$ cat src/rtl/vga_timing_ctrl.sv
// 640x480@60Hz VGA raster timing generator with RGB332 -> 8/8/8 expansion.
// Sync and blank are delayed to line up with the registered draw path.
module vga_timing_ctrl #(
  parameter int H_VISIBLE    = 640,
  parameter int H_FRONT      = 16,
  parameter int H_SYNC       = 96,
  parameter int H_BACK       = 48,
  parameter int V_VISIBLE    = 480,
  parameter int V_FRONT      = 10,
  parameter int V_SYNC       = 2,
  parameter int V_BACK       = 33,
  parameter int DRAW_LATENCY = 1
) (
  input  logic        clk,
  input  logic        resetN,
  input  logic [7:0]  RGB_in,
  output logic [10:0] pixelX,
  output logic [10:0] pixelY,
  output logic        startOfFrame,
  output logic [7:0]  VGA_R,
  output logic [7:0]  VGA_G,
  output logic [7:0]  VGA_B,
  output logic        VGA_HS,
  output logic        VGA_VS,
  output logic        VGA_BLANK_N,
  output logic        VGA_SYNC_N,
  output logic        VGA_CLK
);

  localparam int H_TOTAL = H_VISIBLE + H_FRONT + H_SYNC + H_BACK;
  localparam int V_TOTAL = V_VISIBLE + V_FRONT + V_SYNC + V_BACK;

  localparam logic [10:0] H_LAST     = 11'(H_TOTAL - 1);
  localparam logic [10:0] V_LAST     = 11'(V_TOTAL - 1);
  localparam logic [10:0] H_VIS_END  = 11'(H_VISIBLE);
  localparam logic [10:0] V_VIS_END  = 11'(V_VISIBLE);
  localparam logic [10:0] HS_START   = 11'(H_VISIBLE + H_FRONT);
  localparam logic [10:0] HS_END     = 11'(H_VISIBLE + H_FRONT + H_SYNC);
  localparam logic [10:0] VS_START   = 11'(V_VISIBLE + V_FRONT);
  localparam logic [10:0] VS_END     = 11'(V_VISIBLE + V_FRONT + V_SYNC);

  logic [10:0] h_count_r;
  logic [10:0] v_count_r;
  logic        visible_s;
  logic        hs_raw_s;
  logic        vs_raw_s;
  logic        sof_s;
  logic [DRAW_LATENCY:0] vis_pipe_r;
  logic [DRAW_LATENCY:0] hs_pipe_r;
  logic [DRAW_LATENCY:0] vs_pipe_r;
  logic [23:0] rgb_r;
  logic        sof_r;

  // RGB332 to 8/8/8 by bit replication so full-scale maps to 8'hFF
  function automatic logic [23:0] expand_rgb332(input logic [7:0] c);
    logic [2:0] r;
    logic [2:0] g;
    logic [1:0] b;
    r = c[7:5];
    g = c[4:2];
    b = c[1:0];
    return {r, r, r[2:1], g, g, g[2:1], b, b, b, b};
  endfunction

  // Horizontal and vertical raster counters
  always_ff @(posedge clk or negedge resetN) begin
    if (!resetN) begin
      h_count_r <= 11'd0;
      v_count_r <= 11'd0;
    end else if (h_count_r == H_LAST) begin
      h_count_r <= 11'd0;
      if (v_count_r == V_LAST) begin
        v_count_r <= 11'd0;
      end else begin
        v_count_r <= v_count_r + 11'd1;
      end
    end else begin
      h_count_r <= h_count_r + 11'd1;
    end
  end

  // Raw undelayed timing decoded from the counters
  always_comb begin
    visible_s = (h_count_r < H_VIS_END) && (v_count_r < V_VIS_END);
    hs_raw_s  = !((h_count_r >= HS_START) && (h_count_r < HS_END));
    vs_raw_s  = !((v_count_r >= VS_START) && (v_count_r < VS_END));
    sof_s     = (h_count_r == 11'd0) && (v_count_r == V_VIS_END);
  end

  // Timing delay line; the colour register loads alongside the last stage
  always_ff @(posedge clk or negedge resetN) begin
    if (!resetN) begin
      vis_pipe_r <= '0;
      hs_pipe_r  <= '1;
      vs_pipe_r  <= '1;
      rgb_r      <= 24'd0;
      sof_r      <= 1'b0;
    end else begin
      vis_pipe_r <= {vis_pipe_r[DRAW_LATENCY-1:0], visible_s};
      hs_pipe_r  <= {hs_pipe_r[DRAW_LATENCY-1:0], hs_raw_s};
      vs_pipe_r  <= {vs_pipe_r[DRAW_LATENCY-1:0], vs_raw_s};
      rgb_r      <= vis_pipe_r[DRAW_LATENCY-1] ? expand_rgb332(RGB_in) : 24'd0;
      sof_r      <= sof_s;
    end
  end

  assign pixelX       = h_count_r;
  assign pixelY       = v_count_r;
  assign startOfFrame = sof_r;
  assign VGA_R        = rgb_r[23:16];
  assign VGA_G        = rgb_r[15:8];
  assign VGA_B        = rgb_r[7:0];
  assign VGA_HS       = hs_pipe_r[DRAW_LATENCY];
  assign VGA_VS       = vs_pipe_r[DRAW_LATENCY];
  assign VGA_BLANK_N  = vis_pipe_r[DRAW_LATENCY];
  assign VGA_SYNC_N   = 1'b0;
  assign VGA_CLK      = clk;

endmodule

$ cat config.mk
export PLATFORM = sky130hd
export DESIGN_NAME = vga_timing_ctrl
export DESIGN_NICKNAME = d
export VERILOG_FILES = /design/src/rtl/vga_timing_ctrl.sv
export SDC_FILE = /design/constraint.sdc
export NUM_CORES = 1
export LEC_CHECK = 0
export CORE_AREA = 4 4 65 67
export CTS_BUF_LIST = sky130_fd_sc_hd__clkbuf_8
export DETAILED_ROUTE_END_ITERATION = 10
export DIE_AREA = 0 0 69 71
export PLACE_DENSITY = 0.87
export SETUP_SLACK_MARGIN = 0.02
export SYNTH_ARGS = -nofsm -noshare
export SYNTH_HDL_FRONTEND = slang
export SYNTH_SLANG_ARGS = --single-unit
$ cat constraint.sdc
create_clock -name clk -period 4.9 [get_ports clk]
set_clock_uncertainty 0.05 [all_clocks]
set_input_delay 0.98 -clock clk [delete_from_list [all_inputs] [get_ports clk]]
set_output_delay 0.98 -clock clk [all_outputs]
set_load 0.05 [all_outputs]
# Yosys cells after proc, flatten, opt, wreduce, memory -nomap -nowiden
# Index checks and enable logic that the tools add are counted.
[op_classes]
n_eq_ne = 3
mul = 0
shift = 0
n_lt_le_gt_ge = 6
div_mod_pow = 0
reduce_logical = 7
add_sub_neg = 2
bitwise = 0
muxes = 3
[ops]
columns = ["op", "n"]
rows = [
  ["two-way mux 24 bit", 1],
  ["adder 11 x 1 -> 11 bit (second input constant)", 2],
  ["equality test 11 x 10 -> 1 bit (second input constant)", 2],
  ["< comparator 11 x 10 -> 1 bit (second input constant)", 2],
  ["< comparator 11 x 9 -> 1 bit (second input constant)", 2],
  ["two-way mux 11 bit", 2],
  ["equality test 11 x 9 -> 1 bit (second input constant)", 1],
  [">= comparator 11 x 10 -> 1 bit (second input constant)", 1],
  [">= comparator 11 x 9 -> 1 bit (second input constant)", 1],
  ["logical NOT 11 bit", 1],
  ["logical AND 1 bit", 4],
  ["logical NOT 1 bit", 2],
]
[word_totals]
in_bits = 10
latchBits = 0
memories = 0
romBits = 0
ramBits = 0
regBits = 53
word_cells = 28

# Depth between registers and ports, before layout
# Gate-level depths: netlist (run 1).
[depth]
ltp_word = 3
ltp_mapped = 7
depth_no_buf = 6

==> results of run 1 <==
-- layer usage --
layer	share of wire (%)	track usage [%]	vias to the layer above	wire length, µm
met3	8.2	7.670	12	319
met2	47	25.74	69	1806
met5	0	0	-	0
met1	42	20.00	689	1621
li1	-	-	661	-
met4	3.1	14.10	0	121
-- worst register-to-register path, delay by kind of cell, from the launching register on --
family / cells / cell delay (ns)
xor+xnor: 1 / 0.17
flops: 1 / 0.46
simple gates: 3 / 1.57
-- kinds of logic (layout without fill, tap and decap cells) --
family / Yosys count / count (layout) / share of synthesized area [%]
other: 1 / 1 / 0.2086
AND/OR/NAND/NOR: 73 / 73 / 22.96
adder cells (fa/ha/maj): 4 / 4 / 2.784
multiplexers: 2 / 2 / 1.113
AO/OA/AOI/OAI: 10 / 10 / 3.619
flip-flops: 37 / 37 / 51.77
XOR/XNOR: 13 / 13 / 6.333
buffers and inverters: 31 / 77 / 11.20
-- state kept, by name, summed over array words and instances, names as in the netlist --
register      flops
pixelX           11
hs_pipe_r         2
startOfFrame      1
vis_pipe_r        2
pixelY           11
rgb_r             8
vs_pipe_r         2
-- final cells by class --
| class | instances | area [µm²] |
|---|---|---|
| clock buffers | 9 | 120.1 |
| clock inverters | 3 | 13.76 |
| fillers | 311 | 1226 |
| inverters | 5 | 18.77 |
| multi-input cells | 103 | 665.6 |
| flip-flops and latches | 37 | 930.9 |
| well taps | 48 | 60.06 |
| repair buffers | 60 | 598.1 |
-- power groups by stage --
stage | registers [µW] | clock network, µW | logic [µW]
3_3_place_gp | 317 | 47.1 | 74.2
3_5_place_dp | 317 | 47.1 | 74.7
4_1_cts | 311 | 322 | 74.8
2_1_floorplan | 329 | 44.0 | 39.2
5_1_grt | 311 | 335 | 76.7
6_report | 311 | 312 | 73.8
-- final timing paths --
path | from | endpoint | slack (ns)
max | clk | VGA_CLK | 0.51
min | vs_pipe_r[0]$_DFF_PN1_ | vs_pipe_r[1]$_DFF_PN1_ | 0.31
max reg2reg | pixelX[5]$_DFF_PN0_ | pixelY[7]$_DFFE_PN0N_ | 2.54
min reg2reg | vs_pipe_r[0]$_DFF_PN1_ | vs_pipe_r[1]$_DFF_PN1_ | 0.31
max in group asynchronous | resetN | vs_pipe_r[0]$_DFF_PN1_ | 3.51
min in group asynchronous | resetN | pixelY[9]$_DFFE_PN0N_ | 0.95
-- layout by cell type, fill, tap and decap left out, types with 5 or more instances in the layout --
master / instances
and2_1: 9
clkbuf_8: 8
clkdlybuf4s50_1: 60
dfrtp_1: 33
inv_1: 6
nand2_1: 13
nand3_1: 11
nand4_1: 10
nor2_1: 8
nor3_1: 5
xnor2_1: 7
xor2_1: 6
-- metrics by stage --
stage | power (µW) | cell area, µm² | worst slack [ns]
2_1_floorplan | 412.3 | 1798 | 1.253
3_3_place_gp | 438.0 | 2283 | 0.7479
3_5_place_dp | 438.8 | 2283 | 0.7479
4_1_cts | 708.2 | 2407 | 0.4948
5_1_grt | 723.0 | 2407 | 0.4952
6_report | 696.5 | 2407 | 0.5062
==> results_tabular.tex, run 1 <==
\begin{tabular}{lr}
\hline
Metric & Value \\
\hline
\multicolumn{2}{l}{\textbf{Synthesis}} \\
Post-synth EDFFs & 0 \\
Main synth FF type & dfrtp\_1 \\
Largest cells by area after synthesis & dfrtp\_1 46\%, buf\_4 7.5\%, dfstp\_2 5.8\% \\
Count of different cell masters after synthesis & 35 \\
List of most frequent post-synthesis cells & 33 x dfrtp\_1, 18 x buf\_4, 13 x nand2\_1 \\
Average footprint of a synthesized cell & 10.51 µm² \\
Post-synthesis instance area & 1798 µm² \\
Top cell type's share of synthesized area & 45.93\% \\
Synthesized flop and latch total & 37 \\
Number of warning messages in the yosys log & 0 \\
Part of the Yosys area used for sequential elements & 51.77\% \\
Number of nets produced by synthesis & 185 \\
Most frequent cell after synthesis & dfrtp\_1 \\
Cells after Synth & 171 \\
Top cell type by total area after synthesis & dfrtp\_1 \\
Post-synthesis async set-or-reset flop share & 100.0\% \\
\multicolumn{2}{l}{\textbf{Timing}} \\
Unrepaired setup endpoints after global routing & false \\
Rel. slew slack & 47.28\% \\
Final count of hold timing violations & 0 \\
Number of max-slew violations in the final report & 0 \\
Worst hold-check slack & 0.3055 ns \\
Worst-Margin Slew & 0.7865 ns \\
Endpoints failing setup & 0 \\
Setup TNS after final layout & 0 ns \\
\multicolumn{2}{l}{\textbf{Setup path}} \\
Worst path depth & 3 \\
Reg2Reg Depth & 4 \\
Crit path buffers/inverters & 3 \\
Worst Path Required & 3.87 ns \\
Crit-path max FO & 2 \\
Cells along the critical path & clkbuf\_8, clkbuf\_8, clkdlybuf4s50\_1 \\
Class of the most critical setup path & clock port to primary output \\
Data arrival time at the worst-slack endpoint & 3.36 ns \\
Crit-path most repeated cell & clkbuf\_8 \\
Critical Path Sink Type & primary output \\
Delay of the slowest cell on the worst path & 0.69 ns \\
Crit path launch type & clock port \\
Crit-path leading delay family & buffers and inverters \\
Worst path slowest cell & clkdlybuf4s50\_1 \\
\multicolumn{2}{l}{\textbf{Route}} \\
WL per Instance & 14.60 µm \\
Post-route ant nets & 0 \\
Number of iterations in the first detailed-routing pass & 4 \\
Final routed DRC violation total & 0 \\
Via total after detailed routing & 1,431 \\
Vias per cell & 5.400 \\
Initial DRC Count & 88 \\
Total length of routed wires & 3868 µm \\
\multicolumn{2}{l}{\textbf{GRT}} \\
Largest net degree at the start of global routing & 38 \\
Total congestion overflow & 0 \\
Overall global routing resource usage & 17.60\% \\
Antenna violations before repair & 0 \\
Global-route wire length before repair & 6492 µm \\
Vias in the first global route & 1,400 \\
\multicolumn{2}{l}{\textbf{Pwr}} \\
Sw frac & 28.82\% \\
Internal power contribution & 495.8 µW \\
Portion of total power attributed to the clock network & 44.7\% \\
Worst IR Drop VDD & 0.1512 mV \\
P per Cell Area & 289.3 nW/µm² \\
Sequential Power Share & 44.7\% \\
Switching Power & 200.8 µW \\
Combinational share of power & 10.6\% \\
Leakage component of the power & 0.001007 µW \\
\multicolumn{2}{l}{\textbf{CTS}} \\
Clock-pin slew on the worst setup and hold paths & 0.07 ns \\
Buffers inserted during post-CTS setup optimization & 0 \\
Total of cells resized after clock tree synthesis & 0 \\
Number of buffers inserted by hold repair at cts & 0 \\
Clock network latency to the later pin of the worst-skew pair & 0.40 ns \\
Clock tree from TritonCTS & done \\
\multicolumn{2}{l}{\textbf{Placed design}} \\
\# port buffers & 60 \\
DP Cell Count & 254 \\
Final weighted congestion in routability-driven placement & 0.8680 \\
Detailed Place HPWL & 2741 µm \\
\multicolumn{2}{l}{\textbf{Die}} \\
Core region area & 3633 µm² \\
Initial standard-cell utilization of the core & 49.48\% \\
Die ar. & 4899 µm² \\
Count of pins on the block boundary & 62 \\
Cell row count & 22 \\
Overall die height & 71 µm \\
Die X & 69 µm \\
\multicolumn{2}{l}{\textbf{Layout}} \\
Core Util, Final & 66.25\% \\
Post-synthesis to final-layout area growth & 33.89\% \\
Number of antenna repair diodes & 0 \\
Final standard cell count with taps included and fillers excluded & 265 \\
Fraction of final layout cells sized beyond drive strength 1 & 9.217\% \\
Final nets & 230 \\
\multicolumn{2}{l}{\textbf{Run status}} \\
Status & completed \\
\multicolumn{2}{l}{\textbf{Min path}} \\
Path class of the lowest-slack min-delay path & flop to flop \\
Hold depth & 0 \\
\multicolumn{2}{l}{\textbf{Run}} \\
Max-cap violations & 0 \\
\hline
\end{tabular}
(Power assumes the default switching activity.)
==> inputs of run 2 (changes only) <==
--- a/config.mk
+++ b/config.mk
@@ -5,6 +5,7 @@
 export SDC_FILE = /design/constraint.sdc
 export NUM_CORES = 1
 export LEC_CHECK = 0
+export ABC_CLOCK_PERIOD_IN_PS = 4900
 export CORE_AREA = 4 4 65 67
 export CTS_BUF_LIST = sky130_fd_sc_hd__clkbuf_8
 export DETAILED_ROUTE_END_ITERATION = 10
==> results of run 2 <==
Same layout as run 1: the final DEF is identical, and so are final timing and power.
